## src/rtl/mem_port_arbiter.sv

```systemverilog
// mem_port_arbiter: shares one single-port memory between the instruction
// fetch (IF) requester and the data (MEM-stage) requester.
// Data wins simultaneous requests. IF is guaranteed service after STARVE_MAX
// consecutive data grants taken while IF was waiting.
// Each access holds its strobe for MEM_LAT cycles. The owner then gets a
// one-cycle valid with registered read data.
// Optional build macro MISALIGN_CHK_EN: a granted request whose address is
// not word-aligned gets no memory access. Its valid and err pulse one cycle
// after the grant, with rdata 0. Without the macro err stays 0 and addresses
// go to memory unmodified.
module mem_port_arbiter #(
  parameter int unsigned DATA_W     = 32,
  parameter int unsigned ADDR_W     = 32,
  parameter int unsigned MEM_LAT    = 1,
  parameter int unsigned STARVE_MAX = 3
) (
  input  logic              clock,
  input  logic              reset,
  input  logic              if_req,
  input  logic [ADDR_W-1:0] if_addr,
  output logic              if_valid,
  output logic [DATA_W-1:0] if_rdata,
  input  logic              d_req,
  input  logic              d_we,
  input  logic [ADDR_W-1:0] d_addr,
  input  logic [DATA_W-1:0] d_wdata,
  output logic              d_valid,
  output logic [DATA_W-1:0] d_rdata,
  output logic              err,
  output logic              if_stall,
  output logic [ADDR_W-1:0] mem_addr,
  output logic [DATA_W-1:0] mem_wdata,
  output logic              mem_rd,
  output logic              mem_wr,
  input  logic [DATA_W-1:0] mem_rdata
);

  localparam int unsigned CW = (MEM_LAT > 1) ? $clog2(MEM_LAT) : 1;
  localparam int unsigned SW = (STARVE_MAX > 1) ? $clog2(STARVE_MAX + 1) : 1;
  localparam logic [CW-1:0] CNT_LOAD   = CW'(MEM_LAT - 1);
  localparam logic [SW-1:0] STARVE_LIM = SW'(STARVE_MAX);

  typedef enum logic [1:0] {IDLE, ACCESS, DONE} state_t;
  typedef enum logic [1:0] {OWN_NONE, OWN_IF, OWN_DATA} owner_t;

  state_t          state_q, state_d;
  owner_t          owner_q, owner_d;
  logic [CW-1:0]   cnt_q, cnt_d;
  logic [SW-1:0]   starve_q, starve_d;
  logic            we_q, we_d;
  logic [ADDR_W-1:0] addr_d;
  logic [DATA_W-1:0] wdata_d;
  logic            rd_d, wr_d;
  logic            ifv_d, dv_d, err_d;
  logic [DATA_W-1:0] ifr_d, dr_d;
  logic            grant_data, grant_if, misalign;
  logic [ADDR_W-1:0] req_addr;

  // IF sees a stall whenever it is asking and not completing this cycle
  assign if_stall = if_req & ~if_valid;

  // Arbitration, access sequencing and output next-values
  always_comb begin
    state_d    = state_q;
    owner_d    = owner_q;
    cnt_d      = cnt_q;
    starve_d   = starve_q;
    we_d       = we_q;
    addr_d     = mem_addr;
    wdata_d    = mem_wdata;
    rd_d       = 1'b0;
    wr_d       = 1'b0;
    ifv_d      = 1'b0;
    dv_d       = 1'b0;
    err_d      = 1'b0;
    ifr_d      = if_rdata;
    dr_d       = d_rdata;
    grant_data = 1'b0;
    grant_if   = 1'b0;
    misalign   = 1'b0;
    req_addr   = '0;

    unique case (state_q)
      IDLE: begin
        grant_data = d_req && !(if_req && (starve_q == STARVE_LIM));
        grant_if   = if_req && !grant_data;
        req_addr   = grant_data ? d_addr : if_addr;

        if (grant_data) begin
          if (if_req) begin
            starve_d = (starve_q == STARVE_LIM) ? starve_q : starve_q + SW'(1);
          end else begin
            starve_d = '0;
          end
        end else if (grant_if) begin
          starve_d = '0;
        end

        if (grant_data || grant_if) begin
          owner_d = grant_data ? OWN_DATA : OWN_IF;
          we_d    = grant_data && d_we;
          cnt_d   = CNT_LOAD;
`ifdef MISALIGN_CHK_EN
          misalign = (req_addr[1:0] != 2'b00);
`endif
          if (misalign) begin
            // Rejected: report straight away, memory never touched
            state_d = DONE;
            err_d   = 1'b1;
            if (grant_data) begin
              dv_d = 1'b1;
              dr_d = '0;
            end else begin
              ifv_d = 1'b1;
              ifr_d = '0;
            end
          end else begin
            state_d = ACCESS;
            addr_d  = req_addr;
            if (grant_data) begin
              wdata_d = d_wdata;
            end
            rd_d = ~we_d;
            wr_d = we_d;
          end
        end
      end

      ACCESS: begin
        if (cnt_q == '0) begin
          // Last strobe cycle: memory data is valid now
          state_d = DONE;
          if (owner_q == OWN_DATA) begin
            dv_d = 1'b1;
            dr_d = we_q ? '0 : mem_rdata;
          end else begin
            ifv_d = 1'b1;
            ifr_d = mem_rdata;
          end
        end else begin
          cnt_d = cnt_q - CW'(1);
          rd_d  = ~we_q;
          wr_d  = we_q;
        end
      end

      DONE: begin
        state_d = IDLE;
        owner_d = OWN_NONE;
      end

      default: begin
        state_d = IDLE;
        owner_d = OWN_NONE;
      end
    endcase
  end

  // State and registered outputs; reset aborts any access in flight
  always_ff @(posedge clock or negedge reset) begin
    if (!reset) begin
      state_q   <= IDLE;
      owner_q   <= OWN_NONE;
      cnt_q     <= '0;
      starve_q  <= '0;
      we_q      <= 1'b0;
      mem_addr  <= '0;
      mem_wdata <= '0;
      mem_rd    <= 1'b0;
      mem_wr    <= 1'b0;
      if_valid  <= 1'b0;
      d_valid   <= 1'b0;
      err       <= 1'b0;
      if_rdata  <= '0;
      d_rdata   <= '0;
    end else begin
      state_q   <= state_d;
      owner_q   <= owner_d;
      cnt_q     <= cnt_d;
      starve_q  <= starve_d;
      we_q      <= we_d;
      mem_addr  <= addr_d;
      mem_wdata <= wdata_d;
      mem_rd    <= rd_d;
      mem_wr    <= wr_d;
      if_valid  <= ifv_d;
      d_valid   <= dv_d;
      err       <= err_d;
      if_rdata  <= ifr_d;
      d_rdata   <= dr_d;
    end
  end

endmodule

```

## config.mk

```make
export PLATFORM = sky130hd
export DESIGN_NAME = mem_port_arbiter
export DESIGN_NICKNAME = d
export VERILOG_FILES = /design/src/rtl/mem_port_arbiter.sv
export SDC_FILE = /design/constraint.sdc
export NUM_CORES = 1
export LEC_CHECK = 0
export BUFFER_PORTS_ARGS = -buffer_cell sky130_fd_sc_hd__buf_2
export CAP_MARGIN = 30
export CORE_MARGIN = 2
export CORE_UTILIZATION = 43
export DETAILED_ROUTE_END_ITERATION = 6
export PLACE_DENSITY = 0.82
export SKIP_CTS_REPAIR_TIMING = 1
export SLEW_MARGIN = 20
export SYNTH_ARGS = -nofsm -noshare
export SYNTH_HDL_FRONTEND = slang
export SYNTH_SLANG_ARGS = --single-unit
```

## constraint.sdc

```tcl
create_clock -name clock -period 2.35 [get_ports clock]
set_input_delay 0.3525 -clock clock [delete_from_list [all_inputs] [get_ports clock]]
set_output_delay 0.3525 -clock clock [all_outputs]
set_load 0.05 [all_outputs]
```

==> impl_metrics.csv <==
group,metric,value,unit
finish,finalNetCount,825,
cts,insertion_delay,0.41,ns
die,design.core.area,0.01267,mm^2
place,gp_congestion,0.8206,
place,dp_slack,0.5093,ns
worst_setup_path,start_kind,"register",
sta,rsz0062_at_grt,"no",
die,fp-row-count,41,
die,die_h,118.2,um
global_route,grt_pass1_vias,4465,
worst_setup_path,crit_path_max_fanout,46,
logic_synthesis,ys_ff_latch,139,
place,hpwlAfterDp,10640,um
logic_synthesis,synth_cells,430,
finish,final-instance-count-excl-fill,876,
sta,clock_skew,0.006258,ns
global_route,grt_pass1_wl,22880,um
worst_setup_path,crit_required,2.64,ns
detailed_routing,drtIter0Drc,268,
finish,num_antenna_cells,0,
cts,cts_htree_levels,4,
detailed_routing,postRouteWirelength,14410,um
finish,area_growth,37.24,%
logic_synthesis,avgSynthCellArea,13.04,um^2
sta,hold_viol_final,0,
die,num_io_pins,267,
die,initial_core_util,0.4426,
sta,slew_viol_final,0,
detailed_routing,vias_per_cell,5.105,
global_route,grt_max_degree,66,
worst_setup_path,arrival,2.13,ns
worst_setup_path,cp-end-kind,"register",
global_route,grtUsageTotal,0.2090,
logic_synthesis,ys_warn_count,0,
logic_synthesis,syn-num-nets,564,
cts,cts_buffers,17,
finish,layout_common_cells,"buf_2 (264), dfrtp_1 (139), mux2_2 (64)",
detailed_routing,drc,0,
logic_synthesis,ys_seq_area_frac,0.6203,
cts,clockRootBuffer,"clkbuf_16",
sta,fmaxAchievable,0.5436,GHz
place,io_buffers,265,
finish,drive_above_1_share,0.5341,
logic_synthesis,synth_area,0.005608,mm^2
sta,finalSetupTns,0,ns
outcome,status,"completed",
finish,fill_cells,994,
cts,cts_num_sinks,139,
die,die_area,0.01397,mm^2
finish,area.sequential,0.003478,mm^2
hold_path,hp-class,"input port to register",
global_route,antenna_found_initial,0,
sta,max_slew.worst_pin.slew,0.8970,ns
die,die_x,118.2,um
run,drv_cap,0,
global_route,grt-ovfl-total,0,
cts,tritoncts,"yes",
cts,cts_buffer_depth,2,
sta,setup_violations,0,
place,post-place-cells,842,
detailed_routing,drtPass1Iterations,4,
logic_synthesis,ys_types,30,
finish,layout_commonest_cell,"buf_2",
detailed_routing,wl_per_cell,16.45,um
detailed_routing,vias,4472,
sta,min_period_over_period,0.7829,
worst_setup_path,critPathKind,"register to register",
finish,multi_input_area,0.001966,mm^2
detailed_routing,ant_nets,0,
cts,clk_pin_slew,0.06,ns
sta,maxSlewHeadroom,0.4020,
sta,fin_ws,0.5102,ns
sta,fin_crit,1.840,ns
## area by class of cell
class | instances | area share
multi-input cells | 253 | 0.2554
clock inverters | 14 | 0.01821
flip-flops and latches | 139 | 0.4520
clock buffers | 18 | 0.05706
well taps | 172 | 0.02796
inverters | 6 | 0.002926
repair buffers | 274 | 0.1865
## path summary, 6_finish.rpt
path                             startpoint            end  slack, ns  depth (start not counted)
worst max register to register  starve_q[0]   mem_wdata[1]       0.51                          5
worst min register to register   d_rdata[6]     d_rdata[6]       0.47                          2
min in group asynchronous             reset    d_rdata[19]       0.45                          2
max in group asynchronous             reset  mem_wdata[16]       1.09                          3
worst min-delay path            if_addr[27]   mem_addr[27]       0.17                          2
worst max-delay path            starve_q[0]   mem_wdata[1]       0.51                          5
## cell families (layout without fill, tap and decap cells)
group	count (synthesis)	in the layout	share of synthesized area
other	1	1	0.0006687
adder cells (fa/ha/maj)	1	1	0.002231
flip-flops	139	139	0.6203
multiplexers	64	64	0.1285
buffers and inverters	38	312	0.03347
AND/OR/NAND/NOR	81	81	0.07541
AO/OA/AOI/OAI	106	106	0.1394
## synth_stat cells
library cell  instances  area share
a21boi_0             32       0.043
a21oi_1               3      0.0027
a221o_1              32       0.057
a22o_1                1      0.0016
a32o_1                1      0.0018
and2_1                1      0.0011
and3_1                1      0.0011
buf_2                 9      0.0080
buf_4                 1      0.0013
buf_6                 4      0.0080
clkbuf_1             18       0.012
conb_1                1     0.00067
dfrtp_1             139        0.62
ha_1                  1      0.0022
inv_1                 6      0.0040
mux2_2               64        0.13
nand2_1              34       0.023
nand2b_1             32       0.036
nand3_1               1     0.00089
nand3b_1              1      0.0013
nand4bb_1             1      0.0020
nor2_1                3      0.0020
nor2_2                1      0.0011
nor2b_1               2      0.0022
nor3_2                1      0.0018
o21ai_0              35       0.031
o21ai_1               1     0.00089
o21bai_1              1      0.0013
or2_2                 2      0.0022
or3_1                 1      0.0011
## stage by stage
stage | util | cell area, um^2 | hold WS (ns)
after floorplan | - | 5608 | 0.05691
after global placement | 0.5587 | 7079 | 0.3105
after detailed placement | 0.5587 | 7079 | 0.3140
after CTS | 0.6044 | 7659 | -0.1339
after global routing | 0.6074 | 7696 | 0.1453
final | 0.6074 | 7696 | 0.1673
## worst max-delay path, cell delays in order (launching register included)
cell	delay, ns
dfrtp_1	0.40
ha_1	0.22
nand2_1	0.08
and3_2	0.19
buf_4	0.42
mux2_2	0.40
## flip-flops by register name (all words and copies together) (netlist names)
register,cells
if_valid,1
mem_addr,32
we_q,1
d_valid,1
if_rdata,32
mem_wdata,32
owner_q,2
d_rdata,32
state_q,2
mem_wr,1
starve_q,2
mem_rd,1
## layer usage
metal | GRT usage | part of all wire | up-vias | routed length [um]
met1 | 0.2429 | 0.38 | 2169 | 5448
met3 | 0.06757 | 0.090 | 18 | 1303
li1 | - | - | 2053 | -
met2 | 0.3569 | 0.52 | 232 | 7455
met5 | 0 | 0 | - | 0
met4 | 0.08358 | 0.014 | 0 | 199
Power is left out: the tool's default activity adds up to more than one toggle a clock period on the data nets, which glitch-free logic cannot reach.
